## src/rtl/fb_write_scheduler.sv

```systemverilog
// Framebuffer write-port scheduler: full-frame clear engine, SPI host and pattern sources, minimum write spacing.
// Optional build macro FBSCHED_RR_EN selects round-robin host/pattern arbitration instead of fixed host priority.
module fb_write_scheduler #(
    parameter int COORD_W   = 6,
    parameter int COLOR_W   = 12,
    parameter int WRITE_GAP = 16
) (
    input  logic               clk_in,
    input  logic               resetn,
    input  logic               clear_req,
    input  logic [COLOR_W-1:0] clear_color,
    output logic               clear_busy,
    output logic               clear_done,
    input  logic               host_valid,
    output logic               host_ready,
    input  logic [COORD_W-1:0] host_x,
    input  logic [COORD_W-1:0] host_y,
    input  logic [COLOR_W-1:0] host_color,
    input  logic               pat_valid,
    output logic               pat_ready,
    input  logic [COORD_W-1:0] pat_x,
    input  logic [COORD_W-1:0] pat_y,
    input  logic [COLOR_W-1:0] pat_color,
    output logic               write_en,
    output logic [COORD_W-1:0] write_x,
    output logic [COORD_W-1:0] write_y,
    output logic [COLOR_W-1:0] write_color
);

    localparam int GAP_W = (WRITE_GAP > 1) ? $clog2(WRITE_GAP) : 1;
    localparam logic [GAP_W-1:0]   GAP_LOAD   = GAP_W'(WRITE_GAP - 1);
    localparam logic [GAP_W-1:0]   GAP_ZERO   = {GAP_W{1'b0}};
    localparam logic [GAP_W-1:0]   GAP_ONE    = GAP_W'(1);
    localparam logic [COORD_W-1:0] COORD_ZERO = {COORD_W{1'b0}};
    localparam logic [COORD_W-1:0] COORD_ONE  = COORD_W'(1);
    localparam logic [COORD_W-1:0] COORD_MAX  = {COORD_W{1'b1}};

    typedef enum logic [1:0] {
        ST_IDLE  = 2'd0,
        ST_GAP   = 2'd1,
        ST_CLEAR = 2'd2
    } state_t;

    state_t             state_r;
    logic [GAP_W-1:0]   gap_cnt_r;
    logic [COLOR_W-1:0] clear_color_r;
    logic [COORD_W-1:0] clr_x_r;
    logic [COORD_W-1:0] clr_y_r;
    logic               clear_accept_s;
    logic               slot_idle_s;
    logic               last_pixel_s;

`ifdef FBSCHED_RR_EN
    logic last_host_r;
`endif

    // Clear acceptance, free IDLE slot for host/pattern, and end-of-frame detection.
    always_comb begin
        clear_accept_s = resetn && clear_req && !clear_busy &&
                         ((state_r == ST_IDLE) || (state_r == ST_GAP));
        slot_idle_s    = resetn && (state_r == ST_IDLE) && !clear_busy && !clear_accept_s;
        last_pixel_s   = (clr_x_r == COORD_MAX) && (clr_y_r == COORD_MAX);
    end

    // Grant arbitration between host and pattern; a pending clear blocks both.
    always_comb begin
        host_ready = 1'b0;
        pat_ready  = 1'b0;
        if (slot_idle_s) begin
`ifdef FBSCHED_RR_EN
            if (host_valid && (!pat_valid || !last_host_r)) begin
                host_ready = 1'b1;
            end else if (pat_valid) begin
                pat_ready = 1'b1;
            end else begin
                host_ready = 1'b0;
            end
`else
            if (host_valid) begin
                host_ready = 1'b1;
            end else if (pat_valid) begin
                pat_ready = 1'b1;
            end else begin
                pat_ready = 1'b0;
            end
`endif
        end else begin
            host_ready = 1'b0;
            pat_ready  = 1'b0;
        end
    end

`ifdef FBSCHED_RR_EN
    // Remembers which requester won the last slot; resets as if pattern went last.
    always_ff @(posedge clk_in) begin
        if (!resetn) begin
            last_host_r <= 1'b0;
        end else if (host_ready) begin
            last_host_r <= 1'b1;
        end else if (pat_ready) begin
            last_host_r <= 1'b0;
        end
    end
`endif

    // Scheduler FSM with registered write port and clear status outputs.
    always_ff @(posedge clk_in) begin
        if (!resetn) begin
            state_r       <= ST_IDLE;
            gap_cnt_r     <= GAP_ZERO;
            clear_busy    <= 1'b0;
            clear_done    <= 1'b0;
            clear_color_r <= {COLOR_W{1'b0}};
            clr_x_r       <= COORD_ZERO;
            clr_y_r       <= COORD_ZERO;
            write_en      <= 1'b0;
            write_x       <= COORD_ZERO;
            write_y       <= COORD_ZERO;
            write_color   <= {COLOR_W{1'b0}};
        end else begin
            write_en   <= 1'b0;
            clear_done <= 1'b0;
            case (state_r)
                ST_IDLE: begin
                    if (clear_busy || clear_accept_s) begin
                        state_r   <= ST_CLEAR;
                        gap_cnt_r <= GAP_ZERO;
                        clr_x_r   <= COORD_ZERO;
                        clr_y_r   <= COORD_ZERO;
                        if (clear_accept_s) begin
                            clear_busy    <= 1'b1;
                            clear_color_r <= clear_color;
                        end
                    end else if (host_ready || pat_ready) begin
                        write_en    <= 1'b1;
                        write_x     <= host_ready ? host_x : pat_x;
                        write_y     <= host_ready ? host_y : pat_y;
                        write_color <= host_ready ? host_color : pat_color;
                        if (WRITE_GAP > 1) begin
                            state_r   <= ST_GAP;
                            gap_cnt_r <= GAP_LOAD;
                        end
                    end
                end
                ST_GAP: begin
                    // A clear arriving here stays pending until the gap expires.
                    if (clear_accept_s) begin
                        clear_busy    <= 1'b1;
                        clear_color_r <= clear_color;
                    end
                    if (gap_cnt_r <= GAP_ONE) begin
                        state_r   <= ST_IDLE;
                        gap_cnt_r <= GAP_ZERO;
                    end else begin
                        gap_cnt_r <= gap_cnt_r - GAP_ONE;
                    end
                end
                ST_CLEAR: begin
                    if (gap_cnt_r == GAP_ZERO) begin
                        write_en    <= 1'b1;
                        write_x     <= clr_x_r;
                        write_y     <= clr_y_r;
                        write_color <= clear_color_r;
                        gap_cnt_r   <= GAP_LOAD;
                        if (last_pixel_s) begin
                            clear_done <= 1'b1;
                            clear_busy <= 1'b0;
                            state_r    <= (WRITE_GAP > 1) ? ST_GAP : ST_IDLE;
                        end else begin
                            clr_x_r <= clr_x_r + COORD_ONE;
                            if (clr_x_r == COORD_MAX) begin
                                clr_y_r <= clr_y_r + COORD_ONE;
                            end
                        end
                    end else begin
                        gap_cnt_r <= gap_cnt_r - GAP_ONE;
                    end
                end
                default: begin
                    state_r    <= ST_IDLE;
                    gap_cnt_r  <= GAP_ZERO;
                    clear_busy <= 1'b0;
                end
            endcase
        end
    end

endmodule
```

## config.mk

```make
export PLATFORM = sky130hd
export DESIGN_NAME = fb_write_scheduler
export DESIGN_NICKNAME = d
export VERILOG_FILES = /design/src/rtl/fb_write_scheduler.sv
export SDC_FILE = /design/constraint.sdc
export NUM_CORES = 1
export LEC_CHECK = 0
export ABC_AREA = 1
export CAP_MARGIN = 20
export CORE_MARGIN = 2
export CORE_UTILIZATION = 48
export CTS_BUF_LIST = sky130_fd_sc_hd__clkbuf_4 sky130_fd_sc_hd__clkbuf_8
export DETAILED_ROUTE_END_ITERATION = 8
export HOLD_SLACK_MARGIN = 0.02
export MAX_ROUTING_LAYER = met4
export PLACE_DENSITY = 0.79
export SYNTH_ARGS = -nofsm -noshare
export SYNTH_HDL_FRONTEND = slang
export SYNTH_SLANG_ARGS = --single-unit
```

## constraint.sdc

```tcl
create_clock -name clk_in -period 2 [get_ports clk_in]
set_input_delay 0.4 -clock clk_in [delete_from_list [all_inputs] [get_ports clk_in]]
set_output_delay 0.4 -clock clk_in [all_outputs]
set_load 0.02 [all_outputs]
```

==> run_results.csv, run 1 <==
group,metric,value,unit
logic_synthesis,synthCells,465,
finish,fin_nets,636,
setup_path,crit_fanout,2,
setup_path,cp_slowest_cell,"clkdlybuf4s50_1",
finish,n_antenna_cell,0,
floorplanning,die_area,6990,um2
global_route,grt_first_pass_wirelength,14200,um
route,drcViolationCount,0,
setup_path,max_stage_delay,500,ps
pwr,total_power,5.70,mW
cts,hold_buffers,0,
cts,root_buffer,"clkbuf_8",
logic_synthesis,yosysTopAreaCellShare,0.375,
worst_hold_path,hp-class,"reg2reg",
finish,finish.utilization,0.712,
setup_path,required,1600,ps
logic_synthesis,synthTopCellsByArea,"dfxtp_1 38%, nand2_1 17%, nor2_1 7.5%",
logic_synthesis,synth_most_common_cell,"nand2_1",
setup_path,startpoint_type,"primary input",
cts,cts_max_level,3,
finish,instances_no_fill,647,
setup_path,path_cells,"clkdlybuf4s50_1 > inv_2 > nor2_4 > nand4_1 > nor2_1 > buf_2",
logic_synthesis,yosys.area.top_type,"dfxtp_1",
logic_synthesis,synth_ff_type,"dfxtp_1",
place,pre_cts_ws,-326,ps
timing,skew,4.57,ps
place,hpwl,5990,um
pwr,powerDensity,1330,nW/um2
setup_path,crit_path_end_kind,"output port",
logic_synthesis,synth_seq_cells,57,
global_route,gr-total-overflow,0,
timing,slew_viol_final,0,
finish,fill_cells,492,
place,port_buffers,93,
timing,tightest_slew,474,ps
floorplanning,start_util,0.505,
cts,cts_sinks,57,
floorplanning,die_w,83.6,um
route,drtIter0Drc,175,
timing,setup_violations,0,
timing,fmax,533,MHz
floorplanning,coreArea,6030,um2
logic_synthesis,synth_seq_area_share,0.375,
logic_synthesis,synth_edf_count,0,
global_route,grt_pass1_vias,3189,
timing,max-slew-margin-rel,0.684,
floorplanning,rows,28,
place,place_inst,631,
cts,cts_made_buffers,9,
floorplanning,fp.dieH,83.6,um
route,firstDrtPassIters,5,
route,drtAntennaViolNets,0,
run,drv_cap,0,
pwr,cellLeakagePower,1.82,nW
setup_path,path_buf_inv,3,
logic_synthesis,syn_area_per_cell,6.54,um2
cts,cts_tree,"yes",
place,gp_congestion,0.924,
cts,clk_pin_slew,60,ps
finish,syn2layout_area_growth,41.1,%
route,wl_per_cell,13.0,um
timing,period_needed,1880,ps
timing,rsz0062_at_grt,"no",
logic_synthesis,synth_cell_types,30,
finish,drive_above_1_share,0.0927,
cts,clock_path_buffers,2,
timing,finalHoldViolCount,0,
logic_synthesis,synth_fp_nets,534,
logic_synthesis,synth_common_cells,"136 x nand2_1, 61 x nor2_1, 57 x dfxtp_1, 38 x a21oi_1, 36 x inv_1",
pwr,vdd_ir_drop_max,0.000780,V
cts,cts_setup_buffers,0,
floorplanning,io_pins,94,
global_route,track_usage,0.253,
global_route,antenna_found_initial,0,
logic_synthesis,yosys_warnings,0,
setup_path,cp_top_family,"buffers and inverters",
route,routed_wl,8380,um
logic_synthesis,async_reset_ff_frac,0,
route,vias_per_cell,5.07,
route,vias,3283,
timing,timing.final.crit_share,0.938,
timing,setup_ws,123,ps
setup_path,path_class,"in2out",
cts,clkLatencyLatePin,330,ps
status,status,"finished, final reports clean",
setup_path,worstPathArrival,1480,ps
global_route,grt_start_max_net_pins,40,
logic_synthesis,syn_area,3040,um2
layout by cell type (no fill, tap or decap), types with 14 or more instances in the layout:
master and instances:
nand3_1 23, dfxtp_1 57, nor2_1 61, inv_1 36, o21ai_0 33, nand2_1 136, a21oi_1 38, o21ai_1 14
clkdlybuf4s50_1 91, buf_4 18
cell families (layout without fill, tap and decap cells):
| logic type | after synthesis | count (layout) | synth area share |
|---|---|---|---|
| fa+ha+maj | 4 | 4 | 0.0165 |
| flops | 57 | 57 | 0.375 |
| compound gates | 100 | 100 | 0.177 |
| buf+inv | 63 | 170 | 0.0963 |
| xor+xnor | 4 | 4 | 0.0115 |
| simple gates | 237 | 237 | 0.323 |
final timing paths:
path	from	endpoint	slack, ps	cells past startpoint
hold reg to reg	clear_color_r[11]	clear_color_r[11]	460	2
hold / removal	clear_color_r[11]	clear_color_r[11]	460	2
setup / recovery	resetn	pat_ready	120	6
setup reg to reg	state_r[1]	write_color[0]	220	8
power breakdown:
group,internal [mW],switching [mW]
clock network,0.538,0.421
registers,1.49,0.222
logic,1.27,1.76
layout make-up:
type                    instances  area, um2  share of cell area
clock buffers                  13        166              0.0388
repair buffers                114       1110               0.258
multi-input cells             345       1620               0.377
flip-flops and latches         57       1140               0.266
inverters                      40        150              0.0350
well taps                      75       93.8              0.0219
clock inverters                 3       15.0             0.00350
flip-flops by register name, indices dropped and copies added, names as in the netlist:
name / count
clr_x_r: 6
write_y: 6
clear_done: 1
clr_y_r: 6
state_r: 2
gap_cnt_r: 4
write_x: 6
clear_color_r: 12
write_en: 1
write_color: 12
clear_busy: 1
worst register-to-register path, cell delays in order, from the launching register on:
cell	delay [ps]
dfxtp_1	380
inv_2	60
buf_4	150
nor2_4	220
inv_1	290
buf_4	280
o21ai_0	170
nor2_1	80
nor2_1	80
metrics by stage:
step           area (um2)  hold WS (ps)  setup TNS [ps]
2_1_floorplan        3040           440               0
3_3_place_gp         4110           451           -5820
3_5_place_dp         4110           452           -7820
4_1_cts              4290           466               0
5_1_grt              4290           489               0
6_report             4290           462               0
what timing repair did:
action                     in CTS  in global routing
setup endpoints to repair       2                  6
pin swaps                       0                  1
resized for setup               5                  4
routing by layer:
layer	GRT usage	part of all wire	vias up
li1	-	-	1706
met1	0.301	0.44	1466
met3	0.0633	0.068	9
met2	0.431	0.48	102
met4	0.0587	0.010	0
met5	-	0	-
Power figures use the tool's default switching activity.
==> run 2: changes to the inputs <==
--- a/config.mk
+++ b/config.mk
@@ -8,12 +8,12 @@
 export ABC_AREA = 1
 export CAP_MARGIN = 20
 export CORE_MARGIN = 2
-export CORE_UTILIZATION = 48
+export CORE_UTILIZATION = 30
 export CTS_BUF_LIST = sky130_fd_sc_hd__clkbuf_4 sky130_fd_sc_hd__clkbuf_8
 export DETAILED_ROUTE_END_ITERATION = 8
 export HOLD_SLACK_MARGIN = 0.02
 export MAX_ROUTING_LAYER = met4
-export PLACE_DENSITY = 0.79
+export PLACE_DENSITY = 0.53
 export SYNTH_ARGS = -nofsm -noshare
 export SYNTH_HDL_FRONTEND = slang
 export SYNTH_SLANG_ARGS = --single-unit
==> constraint.sdc (replaced) <==
create_clock -name clk_in -period 2.3 [get_ports clk_in]
set_input_delay 0.46 -clock clk_in [delete_from_list [all_inputs] [get_ports clk_in]]
set_output_delay 0.46 -clock clk_in [all_outputs]
set_load 0.02 [all_outputs]
==> run 2 against run 1 <==
  * Critical endpoint is now host_ready
  * Die area increased by 57%
  * Clock-buffer cell count fell by 3
  * Critical path type unchanged
  * Routed wire length rose by 12%
==> run_results.csv, run 2 (synthesized netlist as in run 1, its figures left out) <==
group,metric,value,unit
status,status,"finished, final reports clean",
cts,root_buffer,"clkbuf_8",
route,wl_per_cell,13.4,um
global_route,antenna_found_initial,0,
setup_path,worstPathArrival,1680,ps
finish,syn2layout_area_growth,44.7,%
finish,layout_commonest_cell,"nand2_1",
pwr,cellLeakagePower,1.81,nW
cts,clk_pin_slew,70,ps
pwr,vdd_ir_drop_max,0.000683,V
timing,tightest_slew,810,ps
floorplanning,start_util,0.310,
pwr,powerDensity,1170,nW/um2
setup_path,crit_path_end_kind,"output port",
setup_path,path_class,"in2out",
route,drtIter0Drc,168,
setup_path,cp_slowest_cell,"clkdlybuf4s50_1",
pwr,total_power,5.15,mW
floorplanning,die_area,11000,um2
timing,finalHoldViolCount,0,
pwr,intPower,2.95,mW
floorplanning,coreArea,9820,um2
floorplanning,io_pins,94,
pwr,power_frac_seq,0.291,
setup_path,startpoint_type,"primary input",
setup_path,worst-path-stages,7,
run,drv_cap,0,
timing,holdWs,464,ps
timing,timing.final.crit_share,0.929,
place,hpwl,6780,um
cts,hold_buffers,0,
finish,fin_nets,633,
global_route,grt_pass1_vias,3170,
timing,fmax,468,MHz
setup_path,path_cells,"clkdlybuf4s50_1 > inv_2 > nor2_2 > buf_4 > nand4_4 > inv_2 > buf_4",
cts,clock_path_buffers,2,
route,drtAntennaViolNets,0,
cts,cts_sinks,57,
timing,max-slew-margin-rel,0.460,
cts,cts_tree,"yes",
setup_path,ff2ff_path_depth,8,
pwr,clockPowerShare,0.190,
route,vias,3278,
cts,cts_max_level,3,
setup_path,max_stage_delay,490,ps
timing,rsz0062_at_grt,"no",
route,vias_per_cell,4.67,
floorplanning,fp.dieH,105,um
timing,setup_tns,0,ps
worst_hold_path,whs_path_depth,2,
setup_path,path_buf_inv,5,
global_route,grt_start_max_net_pins,31,
timing,slew_viol_final,0,
finish,mostFrequentLayoutCells,"136 x nand2_1, 91 x clkdlybuf4s50_1, 61 x nor2_1",
global_route,grt_first_pass_wirelength,15500,um
route,routed_wl,9420,um
setup_path,cp_top_family,"buffers and inverters",
finish,n_antenna_cell,0,
route,drcViolationCount,0,
timing,period_needed,2140,ps
timing,skew,7.66,ps
cts,clkLatencyLatePin,340,ps
pwr,p_switching,2.20,mW
finish,finish.utilization,0.448,
finish,drive_above_1_share,0.0861,
timing,setup_violations,0,
floorplanning,rows,36,
pwr,p_comb_frac,0.519,
route,firstDrtPassIters,4,
global_route,gr-total-overflow,0,
place,port_buffers,93,
worst_hold_path,hp-class,"reg2reg",
finish,reg.largest.list,"clear_color_r (12), write_color (12)",
pwr,p_sw_frac,0.427,
cts,cts_made_buffers,9,
timing,setup_ws,164,ps
setup_path,crit_fanout,6,
global_route,track_usage,0.180,
floorplanning,die_w,105,um
place,pre_cts_ws,-59.1,ps
setup_path,required,1840,ps
place,gp_congestion,0.806,
[run 2: cell count changes in the layout (fill, tap and decap cells not counted), sizes merged]
cell and delta:
dlygate4sd2 +1, inv +1, clkbuf -4, bufinv +1
buf -3, clkinvlp +3, clkinv -2
[run 2: layout make-up]
cell class | count | area (um2)
multi-input combinational | 345 | 1610
timing repair buffer | 111 | 1120
sequential | 57 | 1140
tap | 133 | 166
clock buffer | 10 | 138
fill | 1050 | 5420
clock inverter | 6 | 66.3
inverter | 40 | 150
[run 2: power by group through the flow]
stage | registers, mW | clock network, mW | logic (mW)
final | 1.50 | 0.978 | 2.67
after floorplan | 1.69 | 0 | 1.49
after global routing | 1.54 | 1.06 | 2.97
after global placement | 1.51 | 0 | 2.65
after CTS | 1.50 | 1.01 | 2.69
after detailed placement | 1.52 | 0 | 2.68
[run 2: final timing paths]
check / slack [ps] / end / from
setup / recovery: 160 / host_ready / resetn
hold / removal: 460 / gap_cnt_r[1] / gap_cnt_r[1]
hold reg to reg: 460 / gap_cnt_r[1] / gap_cnt_r[1]
setup reg to reg: 420 / gap_cnt_r[3] / state_r[1]
[run 2: worst min-delay path, cell delays in order (launching register included)]
cell     delay (ps)
dfxtp_1         310
nand2_1          60
a21oi_1          50
[run 2: timing repair]
item | 4_1_cts | 5_1_grt
buffers inserted | 0 | 0
endpoints found under the hold margin | 0 | 0
endpoints found under the setup margin | 1 | 0
resized for setup | 1 | 0
[run 2: through the flow]
stage	instance area, um2	instances
CTS	4400	702
global placement	4200	686
finish	4400	702
floorplan	3040	465
detailed placement	4200	686
global route	4400	702
[run 2: layer usage]
layer	vias up	routed length [um]	track usage
li1	1695	-	-
met1	1509	4540	0.221
met2	67	4380	0.294
met3	7	421	0.0430
met4	0	84	0.0562
met5	-	0	-
==> run 3: changes to the inputs <==
--- a/config.mk
+++ b/config.mk
@@ -11,7 +11,7 @@
 export CORE_UTILIZATION = 30
 export CTS_BUF_LIST = sky130_fd_sc_hd__clkbuf_4 sky130_fd_sc_hd__clkbuf_8
 export DETAILED_ROUTE_END_ITERATION = 8
-export HOLD_SLACK_MARGIN = 0.02
+export HOLD_SLACK_MARGIN = 0.08
 export MAX_ROUTING_LAYER = met4
 export PLACE_DENSITY = 0.53
 export SYNTH_ARGS = -nofsm -noshare
==> constraint.sdc (replaced) <==
create_clock -name clk_in -period 2.1 [get_ports clk_in]
set_input_delay 0.42 -clock clk_in [delete_from_list [all_inputs] [get_ports clk_in]]
set_output_delay 0.42 -clock clk_in [all_outputs]
set_load 0.02 [all_outputs]
==> run 3 against run 2 <==
  * Register-to-register slack worse by 210 ps
  * Critical endpoint is now pat_ready
  * Global-route usage is 0.25 points lower
  * Utilization is 0.064 points lower
==> run_results.csv, run 3 (synthesized netlist as in run 1, its figures left out) <==
group,metric,value,unit
pwr,cellLeakagePower,1.82,nW
cts,cts_max_level,3,
timing,timing.final.crit_share,0.965,
pwr,vdd_ir_drop_max,0.000681,V
route,drtIter0Drc,158,
finish,reg.largest.list,"clear_color_r (12), write_color (12)",
floorplanning,die_area,11000,um2
pwr,total_power,5.53,mW
cts,cts_made_buffers,9,
floorplanning,io_pins,94,
setup_path,worstPathArrival,1610,ps
worst_hold_path,worstHoldStart,"gap_cnt_r[1]",
setup_path,startpoint,"resetn",
finish,syn2layout_area_growth,44.4,%
route,drcViolationCount,0,
finish,mostFrequentLayoutCells,"136 x nand2_1, 91 x clkdlybuf4s50_1, 61 x nor2_1",
run,drv_cap,0,
cts,clock_path_buffers,2,
global_route,grt_start_max_net_pins,30,
timing,setup_ws,73.2,ps
cts,cts_tree,"yes",
place,gp_congestion,0.836,
global_route,track_usage,0.178,
setup_path,required,1680,ps
route,wl_met3,529,um
route,met2_length,4290,um
floorplanning,fp.dieH,105,um
timing,rsz0062_at_grt,"no",
place,hpwl,6740,um
finish,fin_nets,636,
floorplanning,rows,36,
finish,n_antenna_cell,0,
setup_path,regToRegStartpoint,"clr_x_r[0]",
floorplanning,start_util,0.310,
setup_path,crit_path_end_kind,"output port",
setup_path,crit_fanout,2,
finish,layout_commonest_cell,"nand2_1",
global_route,grt_pass1_vias,3194,
global_route,antenna_found_initial,0,
route,drtAntennaViolNets,0,
finish,drive_above_1_share,0.0861,
timing,tightest_slew,452,ps
timing,setup_violations,0,
floorplanning,coreArea,9820,um2
setup_path,startpoint_type,"primary input",
finish,fill_cells,1064,
cts,cts_sinks,57,
floorplanning,die_w,105,um
setup_path,path_class,"in2out",
cts,clkLatencyLatePin,330,ps
route,vias,3275,
finish,final_area,4390,um2
timing,slew_viol_final,0,
route,wl_per_cell,13.3,um
global_route,grt_first_pass_wirelength,15300,um
worst_hold_path,hp-class,"reg2reg",
timing,max-slew-margin-rel,0.697,
timing,skew,5.49,ps
route,vias_per_cell,4.67,
timing,setup_tns,0,ps
finish,finish.utilization,0.447,
place,port_buffers,93,
route,routed.top_layer,"met4",
route,firstDrtPassIters,4,
status,status,"finished, final reports clean",
route,met1Wirelength,4400,um
global_route,gr-total-overflow,0,
cts,root_buffer,"clkbuf_8",
timing,fmax,493,MHz
timing,period_needed,2030,ps
place,pre_cts_ws,-219,ps
route,routed_wl,9340,um
pwr,powerDensity,1260,nW/um2
place,place_area,4200,um2
timing,finalHoldViolCount,0,
cts,clk_pin_slew,60,ps
==> run 3: timing repair <==
action	in CTS	in global routing
setup buffers	0	2
hold buffers	0	0
resized for setup	1	1
setup endpoints to repair	1	1
==> run 3: report_power, final <==
part / total (mW) / internal [mW] / switching, mW
clock network: 0.946 / 0.519 / 0.427
registers: 1.64 / 1.42 / 0.217
logic: 2.94 / 1.25 / 1.69
==> run 3: final timing paths <==
path	cells after the start	to	slack, ps
min reg2reg	2	gap_cnt_r[1]	460
min	2	gap_cnt_r[1]	460
max	6	pat_ready	70
max reg2reg	6	clr_y_r[0]	210
==> run 3: layer usage <==
| metal | up-vias | GRT usage |
|---|---|---|
| li1 | 1706 | - |
| met4 | 0 | 0.0648 |
| met3 | 9 | 0.0449 |
| met5 | - | - |
| met1 | 1491 | 0.213 |
| met2 | 69 | 0.290 |
==> run 3: layout make-up <==
cell class,count,area [um2],area share
tap,133,166,0.0379
clock buffer,13,173,0.0393
inverter,40,153,0.0348
sequential,57,1140,0.260
multi-input combinational,345,1610,0.367
timing repair buffer,114,1150,0.261
==> run 3: critical path: stages <==
cell,delay [ps]
clkdlybuf4s50_1,490
inv_2,50
nor2_2,100
nand4_1,120
nor2_1,100
dlygate4sd2_1,330
==> run 3: metrics by stage <==
step | cells | hold slack (ps)
2_1_floorplan | 465 | 440
3_3_place_gp | 687 | 452
3_5_place_dp | 687 | 453
4_1_cts | 700 | 464
5_1_grt | 702 | 480
6_report | 702 | 461
